File: src/rtl/hamming74_encoder_tx.sv
// Hamming(7,4) transmit encoder: nibbles in over valid/ready, codewords out of a small FIFO.
// Supports per-word single-bit error injection and counts every codeword popped.
module hamming74_encoder_tx #(
    parameter int DEPTH = 4,
    parameter int CNT_W = 16
) (
    input  logic             wb_clk_i,
    input  logic             wb_rst_i,
    input  logic             in_valid,
    output logic             in_ready,
    input  logic [3:0]       in_data,
    input  logic             inj_en,
    input  logic [2:0]       inj_pos,
    output logic             out_valid,
    input  logic             out_ready,
    output logic [6:0]       out_code,
    output logic [CNT_W-1:0] tx_count,
    output logic [4:0]       level
);

    localparam int         PTR_W   = $clog2(DEPTH);
    localparam logic [4:0] DEPTH_L = 5'(DEPTH);

    logic [6:0]       mem [DEPTH];
    logic [PTR_W-1:0] wr_ptr;
    logic [PTR_W-1:0] rd_ptr;
    logic [6:0]       enc;
    logic [6:0]       flip;
    logic [6:0]       stored;
    logic             accept;
    logic             pop;

    // Codeword bit k holds Hamming position k+1: p1 p2 d1 p4 d2 d3 d4.
    always_comb begin
        enc[0] = in_data[0] ^ in_data[1] ^ in_data[3];
        enc[1] = in_data[0] ^ in_data[2] ^ in_data[3];
        enc[2] = in_data[0];
        enc[3] = in_data[1] ^ in_data[2] ^ in_data[3];
        enc[4] = in_data[1];
        enc[5] = in_data[2];
        enc[6] = in_data[3];
        // NOTE: default every always_comb output before the conditional write, otherwise a latch is inferred.
        flip = '0;
        if (inj_en && (inj_pos != 3'd0)) begin
            flip[inj_pos - 3'd1] = 1'b1;
        end
        stored = enc ^ flip;
    end

    // Ready depends only on registered state (and reset), never on out_ready.
    assign in_ready  = !wb_rst_i && (level < DEPTH_L);
    assign out_valid = (level != 5'd0);
    assign accept    = in_valid && in_ready;
    assign pop       = out_valid && out_ready;
    assign out_code  = out_valid ? mem[rd_ptr] : 7'd0;

    // NOTE: state registers use non-blocking assignments so every flop samples pre-edge values.
    always_ff @(posedge wb_clk_i) begin
        if (wb_rst_i) begin
            wr_ptr   <= '0;
            rd_ptr   <= '0;
            level    <= '0;
            tx_count <= '0;
        end else begin
            if (accept) begin
                wr_ptr <= wr_ptr + PTR_W'(1);
            end
            if (pop) begin
                rd_ptr   <= rd_ptr + PTR_W'(1);
                tx_count <= tx_count + CNT_W'(1);
            end
            case ({accept, pop})
                2'b10:   level <= level + 5'd1;
                2'b01:   level <= level - 5'd1;
                default: level <= level;
            endcase
        end
    end

    // NOTE: storage is not reset; level and pointers alone define which entries are meaningful.
    always_ff @(posedge wb_clk_i) begin
        if (accept) begin
            mem[wr_ptr] <= stored;
        end
    end

endmodule

File: config.mk
export PLATFORM = sky130hd
export DESIGN_NAME = hamming74_encoder_tx
export DESIGN_NICKNAME = d
export VERILOG_FILES = /design/src/rtl/hamming74_encoder_tx.sv
export SDC_FILE = /design/constraint.sdc
export NUM_CORES = 1
export LEC_CHECK = 0
export ABC_AREA = 1
export BUFFER_PORTS_ARGS = -buffer_cell sky130_fd_sc_hd__buf_2
export CAP_MARGIN = 20
export CORE_ASPECT_RATIO = 0.8
export CORE_MARGIN = 2
export CORE_UTILIZATION = 51
export DETAILED_ROUTE_END_ITERATION = 8
export PLACE_DENSITY = 0.75
export SLEW_MARGIN = 10
export SYNTH_ARGS = -nofsm -noshare
export SYNTH_HDL_FRONTEND = slang
export SYNTH_SLANG_ARGS = --single-unit
File: constraint.sdc
create_clock -name wb_clk_i -period 2.1 [get_ports wb_clk_i]
set_input_delay 0.21 -clock wb_clk_i [delete_from_list [all_inputs] [get_ports wb_clk_i]]
set_output_delay 0.21 -clock wb_clk_i [all_outputs]
set_load 0.01 [all_outputs]
==> results of run 1 <==
-- cell usage after synthesis, types with 4 or more instances --
cell	instances
dfxtp_1	27
nor2_1	63
nand2_2	4
a21oi_1	19
o21ai_0	23
xnor2_1	10
inv_1	39
xor2_1	8
nand4_1	7
ha_1	11
nand2_1	60
edfxtp_1	28
nand3_1	15
-- sequential cells by signal (all words and copies together), names as in the netlist, named ones only --
signal	flops
wr_ptr	2
mem	28
level	5
rd_ptr	2
tx_count	16
-- per-stage QoR --
step	total power, mW	area [sq um]
CTS	3.33	3340
floorplan	2.26	2910
global route	3.57	3370
global placement	2.61	3230
finish	3.34	3370
detailed placement	2.65	3230
-- power groups by stage --
stage                     logic, mW  clock network, mW  registers [mW]
after floorplan               0.869                  0            1.39
after global placement         1.23                  0            1.38
after detailed placement       1.26                  0            1.39
after CTS                      1.26              0.703            1.36
after global routing           1.44              0.748            1.39
final                          1.29              0.688            1.37
-- worst max path at each step --
| stage | startpoint | end |
|---|---|---|
| CTS | level[4]$_SDFFE_PP0P_ | level[4]$_SDFFE_PP0P_ |
| global placement | level[4]$_SDFFE_PP0P_ | level[4]$_SDFFE_PP0P_ |
| finish | level[3]$_SDFFE_PP0P_ | level[4]$_SDFFE_PP0P_ |
| floorplan | level[0]$_SDFFE_PP0P_ | level[4]$_SDFFE_PP0P_ |
| detailed placement | level[4]$_SDFFE_PP0P_ | level[4]$_SDFFE_PP0P_ |
| global route | level[3]$_SDFFE_PP0P_ | level[4]$_SDFFE_PP0P_ |
-- logic make-up after synthesis --
family | share of synthesized area
AND/OR/NAND/NOR | 0.262
XOR/XNOR | 0.0542
flip-flops | 0.475
buffers and inverters | 0.0722
adder cells (fa/ha/maj) | 0.0473
AO/OA/AOI/OAI | 0.0894
-- per-layer routing --
metal	GRT usage	wire length [um]	up-vias
met5	0	0	-
li1	-	-	1218
met1	0.276	2840	1058
met4	0.0690	59	0
met2	0.284	2580	48
met3	0.0507	336	6
-- area by class of cell --
class	count	area, sq um	area share
clock inverter	2	37.5	0.0112
inverter	40	153	0.0454
clock buffer	6	72.6	0.0216
multi-input combinational	242	1340	0.398
tap	78	97.6	0.0290
timing repair buffer	51	280	0.0833
sequential	55	1390	0.412
-- worst register-to-register path, stage by stage (launching register included) --
cell and delay [ps]:
dfxtp_4 370, nor2_4 150, nand2_2 70, nor2_2 130, nand2_2 90, ha_4 180
xor2_1 150, ha_1 190, a21o_1 190, nand3_2 70, nand2_1 50, nand2_1 50
nand3_1 60, nand2_1 70, inv_1 30
==> metrics.md, run 1 <==
| Metric | Value |
|---|---|
| Dpl hpwl | ~4300 um |
| Root Driver | clkbuf_8 |
| Core region area | 5470 sq um |
| Mapped Cells | between 300 and 400 |
| Ranking of synthesized cells by area | edfxtp_1 29%, dfxtp_1 19%, nor2_1 8.1% |
| #FFs+latches synth | 55 |
| Initial antenna violation count | 0 |
| FFs w/ async S/R, synth | 0 |
| Top delay family on crit path | simple AND/OR/NAND/NOR gates |
| # IOs | 42 |
| Fin. Hold Viols | 0 |
| WHS Endpoint | tx_count[5]$_SDFFE_PP0P_ |
| DIE WIDTH | 88.5 um |
| Clock power frac | 0.206 |
| Clock Latency Late Sink | 310 ps |
| Total power per unit cell area | between 900 and 1000 nW/um^2 |
| Final ANT Viol Nets | 0 |
| Post-CTS Setup Bufs | 0 |
| FP Rows | 24 |
| Syn-to-layout area delta | 15.6% |
| Internal | 2.10 mW |
| Worst Setup End Kind | flop |
| Critical Path Max Stage Delay | about 370 ps |
| Cell variety after synth | 33 |
| Max VDD drop | 0.430 mV |
| First-pass GRT wire length | 9380 um |
| Number of CTS-inserted buffers | 5 |
| CTS max path bufs | 2 |
| # DRC | 0 |
| Critical path type | flop to flop |
| CTS tree | done |
| Arr. time, crit path | 2180 ps |
| GP Congestion | 0.797 |
| Combinational share of power | 0.385 |
| PortBufs | 41 |
| Commonest non-fill, non-tap cell in the layout | nor2_1 |
| Synth Flop Type | edfxtp_1 |
| Post-synthesis sequential area ratio | 0.475 |
| Pin count of the biggest net entering global routing | 19 |
| Final core occ | 0.616 |
| Most frequent CP cell | nand2_1 |
| Sw frac | 0.373 |
| Die ar. | 6330 sq um |
| Hold slack | 243 ps |
| Placed cell count | 466 |
| FILL cells | 472 |
| Synthesized area | 2910 sq um |
| CP max-delay cell | dfxtp_4 |
| Drt first pass iters | 4 |
| Setup WS post-layout | 135 ps |
| Flop pwr share | 0.409 |
| Max Fclk | about 510 MHz |
| Initial Util | 0.533 |
| Clock slew at reported path FFs | around 90 ps |
| Worst Hold Class | primary input to flop |
| Syn Area/Cell | 8.46 sq um |
| CTS Sinks | between 50 and 60 |
| Share of layout cells above drive strength 1 | 0.210 |
| Clock skew | ~8.2 ps |
| CP Launch Type | flop |
| Crit path required time | approximately 2300 ps |
| EDFF count, synth | 28 |
| CP Buf/Inv Count | 1 |
| Hold Path Origin | out_ready |
| CP Cell Sequence | nor2_4, nand2_2, nor2_2, nand2_2, ha_4, xor2_1, ha_1, a21o_1, nand3_2, nand2_1, nand2_1, nand3_1, nand2_1, inv_1 |
| Synthesized Nets | 367 |
| Vias in the first global route | 2043 |
| Post-cts sizing count | 0 |
| Routed WL | around 5800 um |
| Commonest non-fill, non-tap cells in the layout | 63 x nor2_1, 59 x nand2_1, 41 x buf_2 |
| Worst R2R Setup Slack | 130 ps |
| GRT Overall Usage | 0.193 |
| LEAKAGE | 1.42 nW |
| RR Endpoint | level[4]$_SDFFE_PP0P_ |
| Sw power | about 1.2 mW |
| Ant. Diodes | 0 |
| Worst Max-Slew Pin Slew | 464 ps |
| Detailed Route Iter0 Violations | 204 |
| Hold depth | 3 |
| WL per Instance | 12.3 um |
| Grt ovf | 0 |
| Post-CTS Hold Buffers | 0 |
| Area leader, netlist | edfxtp_1 |
| H-tree level count | 2 |
| Rel. slew slack | 0.691 |
| Critical path depth | 14 |
| Vias | around 2300 |
| R2r worst-path depth | 14 |
| Final non-filler cell total | between 400 and 500 |
| Die height | about 72 um |
| Crit path max fanout | 5 |
| Fin crit share | 0.936 |
| Max cap viols | 0 |
| RR Startpoint | level[3]$_SDFFE_PP0P_ |
| Setup TNS | 0 ps |
| Via/cell ratio | 4.92 |
| YS warnings | 0 |
| Post-synth top area share | 0.289 |
| # nets final | 418 |
| Min cycle time layout | 1970 ps |
| Place WS | 44.4 ps |
| Max Slew Vio Count | 0 |
| Status | complete, no violations |
| Final Setup Violations | 0 |
Power figures use the tool's default switching activity.
==> inputs of run 2 (changes only) <==
--- a/config.mk
+++ b/config.mk
@@ -10,9 +10,9 @@
 export CAP_MARGIN = 20
 export CORE_ASPECT_RATIO = 0.8
 export CORE_MARGIN = 2
-export CORE_UTILIZATION = 51
+export CORE_UTILIZATION = 57
 export DETAILED_ROUTE_END_ITERATION = 8
-export PLACE_DENSITY = 0.75
+export PLACE_DENSITY = 0.8
 export SLEW_MARGIN = 10
 export SYNTH_ARGS = -nofsm -noshare
 export SYNTH_HDL_FRONTEND = slang
==> constraint.sdc (replaced) <==
create_clock -name wb_clk_i -period 2 [get_ports wb_clk_i]
set_input_delay 0.2 -clock wb_clk_i [delete_from_list [all_inputs] [get_ports wb_clk_i]]
set_output_delay 0.2 -clock wb_clk_i [all_outputs]
set_load 0.01 [all_outputs]
==> metrics.md, run 2 (synthesis gave the netlist of run 1 again) <==
| Metric | Value |
|---|---|
| RR Endpoint | level[4]$_SDFFE_PP0P_ |
| WHS Endpoint | tx_count[5]$_SDFFE_PP0P_ |
| Min cycle time layout | 1880 ps (-83.1 ps) |
| Status | complete, no violations |
| R2r worst-path depth | 14 (unchanged) |
| Clock skew | 9.67 ps (+1.49 ps) |
| Worst Max-Slew Pin Slew | 442 ps (-21.6 ps) |
| Worst R2R Setup Slack | 120 ps (-20 ps) |
| Die ar. | 5700 sq um (-10%) |
| CTS max path bufs | 2 (unchanged) |
| Arr. time, crit path | 2090 ps (-90 ps) |
| Number of CTS-inserted buffers | 5 (unchanged) |
| Commonest non-fill, non-tap cells in the layout | 63 x nor2_1, 59 x nand2_1, 41 x buf_2 |
| Share of layout cells above drive strength 1 | 0.216 (+0.00648) |
| First-pass GRT wire length | 9140 um (-2.6%) |
| # IOs | 42 (unchanged) |
| Crit path max fanout | 5 (unchanged) |
| Placed cell count | 451 (-3.2%) |
| FP Rows | 23 (-4.2%) |
| Ant. Diodes | 0 (unchanged) |
| Routed WL | 5860 um (+0.91%) |
| Fin. Hold Viols | 0 (unchanged) |
| Drt first pass iters | 4 (unchanged) |
| Root Driver | clkbuf_8 |
| Vias | 2330 (unchanged) |
| DIE WIDTH | 83.9 um (-5.2%) |
| Clock slew at reported path FFs | 100 ps (about the same) |
| CTS tree | done |
| Area occupied by multi-input gates | 1340 sq um (unchanged) |
| Hold Path Origin | out_ready |
| Final instance area | 3340 sq um (-0.74%) |
| CP Launch Type | flop |
| Commonest non-fill, non-tap cell in the layout | nor2_1 |
| Core region area | 4980 sq um (-8.9%) |
| Grt ovf | 0 (unchanged) |
| Post-CTS Hold Buffers | 0 (unchanged) |
| WL per Instance | 12.7 um (+4.0%) |
| Initial antenna violation count | 0 (unchanged) |
| Worst Hold Class | primary input to flop |
| Final ANT Viol Nets | 0 (unchanged) |
| H-tree level count | 2 (unchanged) |
| Syn-to-layout area delta | 14.8% |
| Max VDD drop | 0.609 mV (+42%) |
| Total power per unit cell area | 1020 nW/um^2 (+2.6%) |
| LEAKAGE | 1.43 nW (+0.36%) |
| Number of flip-flops under the largest register name | 28 (unchanged) |
| FILL cells | 407 (-14%) |
| Final non-filler cell total | 460 (-3.0%) |
| Max Slew Vio Count | 0 (unchanged) |
| Clock Latency Late Sink | 310 ps (about the same) |
| Final Setup Violations | 0 (unchanged) |
| Die height | 67.9 um (-5.1%) |
| Dpl hpwl | 4260 um (-0.56%) |
| Post-DP Area | 3230 sq um (about the same) |
| Vias in the first global route | 2081 (+1.9%) |
| Crit path required time | 2210 ps (-110 ps) |
| GP Congestion | 0.864 (+8.4%) |
| Pin count of the biggest net entering global routing | 19 (unchanged) |
| Initial Util | 0.585 (+0.0521) |
| Fin crit share | 0.941 (+0.00522) |
| Via/cell ratio | 5.07 (+3.0%) |
| PortBufs | 41 (unchanged) |
| RR Startpoint | level[3]$_SDFFE_PP0P_ |
| # DRC | 0 (unchanged) |
| RSZ-0062 raised after global routing | no |
| Max Fclk | 531 MHz (+4.4%) |
| # nets final | 420 (+0.48%) |
| Worst Setup End Kind | flop |
| Register Area | 1390 sq um (+0.36%) |
| Top flop regs | mem (28), tx_count (16), level (5) |
| Setup TNS | 0 ps (unchanged) |
| Rel. slew slack | 0.703 (+0.0126) |
| Max cap viols | 0 (unchanged) |
| Detailed Route Iter0 Violations | 132 (-35%) |
| GRT Overall Usage | 0.209 (+0.0159) |
| Biggest register | mem |
| Critical path type | flop to flop |
| CTS Sinks | 55 (unchanged) |
| Hold depth | 3 (unchanged) |
run 2: cell types whose count changed in the layout (fill, tap and decap cells not counted), sizes merged:
cell    delta
buf        +2
clkinv     +1
inv        +1
bufinv     -1
clkbuf     -1
run 2: what timing repair did:
action / 4_1_cts / 5_1_grt
setup buffers: 0 / 1
gates resized for setup: 0 / 7
endpoints found under the setup margin: 0 / 2
run 2: metal layers:
layer	share of wire	wire length (um)	global-route usage
met5	0	0	0
met4	0.010	61	0.0806
met3	0.056	328	0.0567
met2	0.50	2940	0.361
met1	0.43	2530	0.255
run 2: worst max-delay path by stage:
| stage | from | to | slack (ps) |
|---|---|---|---|
| CTS | level[3]$_SDFFE_PP0P_ | level[4]$_SDFFE_PP0P_ | 60 |
| finish | level[3]$_SDFFE_PP0P_ | level[4]$_SDFFE_PP0P_ | 120 |
| detailed placement | level[3]$_SDFFE_PP0P_ | level[4]$_SDFFE_PP0P_ | 80 |
| global route | level[3]$_SDFFE_PP0P_ | level[4]$_SDFFE_PP0P_ | 5 |
| global placement | level[3]$_SDFFE_PP0P_ | level[4]$_SDFFE_PP0P_ | 130 |
| floorplan | level[1]$_SDFFE_PP0P_ | level[4]$_SDFFE_PP0P_ | 2 |
run 2: critical path: stages (launching register included):
cell and delay, ps:
dfxtp_4 370, nor2_4 140, nand2_2 70, nor2_4 80, nand2_2 70, ha_4 180, xor2_1 150, ha_1 190
a21o_1 180, nand3_1 90, nand2_1 60, nand2_1 50, nand3_1 60, nand2_1 60, inv_1 30
run 2: per-stage QoR:
step                setup WS, ps  hold slack (ps)  total power [mW]   util
floorplan                   1.59              356              2.38      -
global placement             131              454              2.76  0.649
detailed placement          79.4              468              2.81  0.649
CTS                         60.2              229              3.40  0.666
global route                5.41              237              3.63  0.671
finish                       118              246              3.41  0.671
run 2: where the power goes:
group / internal [mW] / switching (mW) / leakage [nW] / total, mW
Clock: 0.240 / 0.339 / 0.0453 / 0.579
Sequential: 1.33 / 0.115 / 0.475 / 1.44
Combinational: 0.531 / 0.852 / 0.909 / 1.38
run 2: area by class of cell:
type | count | area share
Timing Repair Buffer | 53 | 0.0884
Clock buffer | 5 | 0.0206
Multi-Input combinational cell | 242 | 0.401
Inverter | 40 | 0.0457
Tap cell | 62 | 0.0232
Sequential cell | 55 | 0.416
Clock inverter | 3 | 0.00487
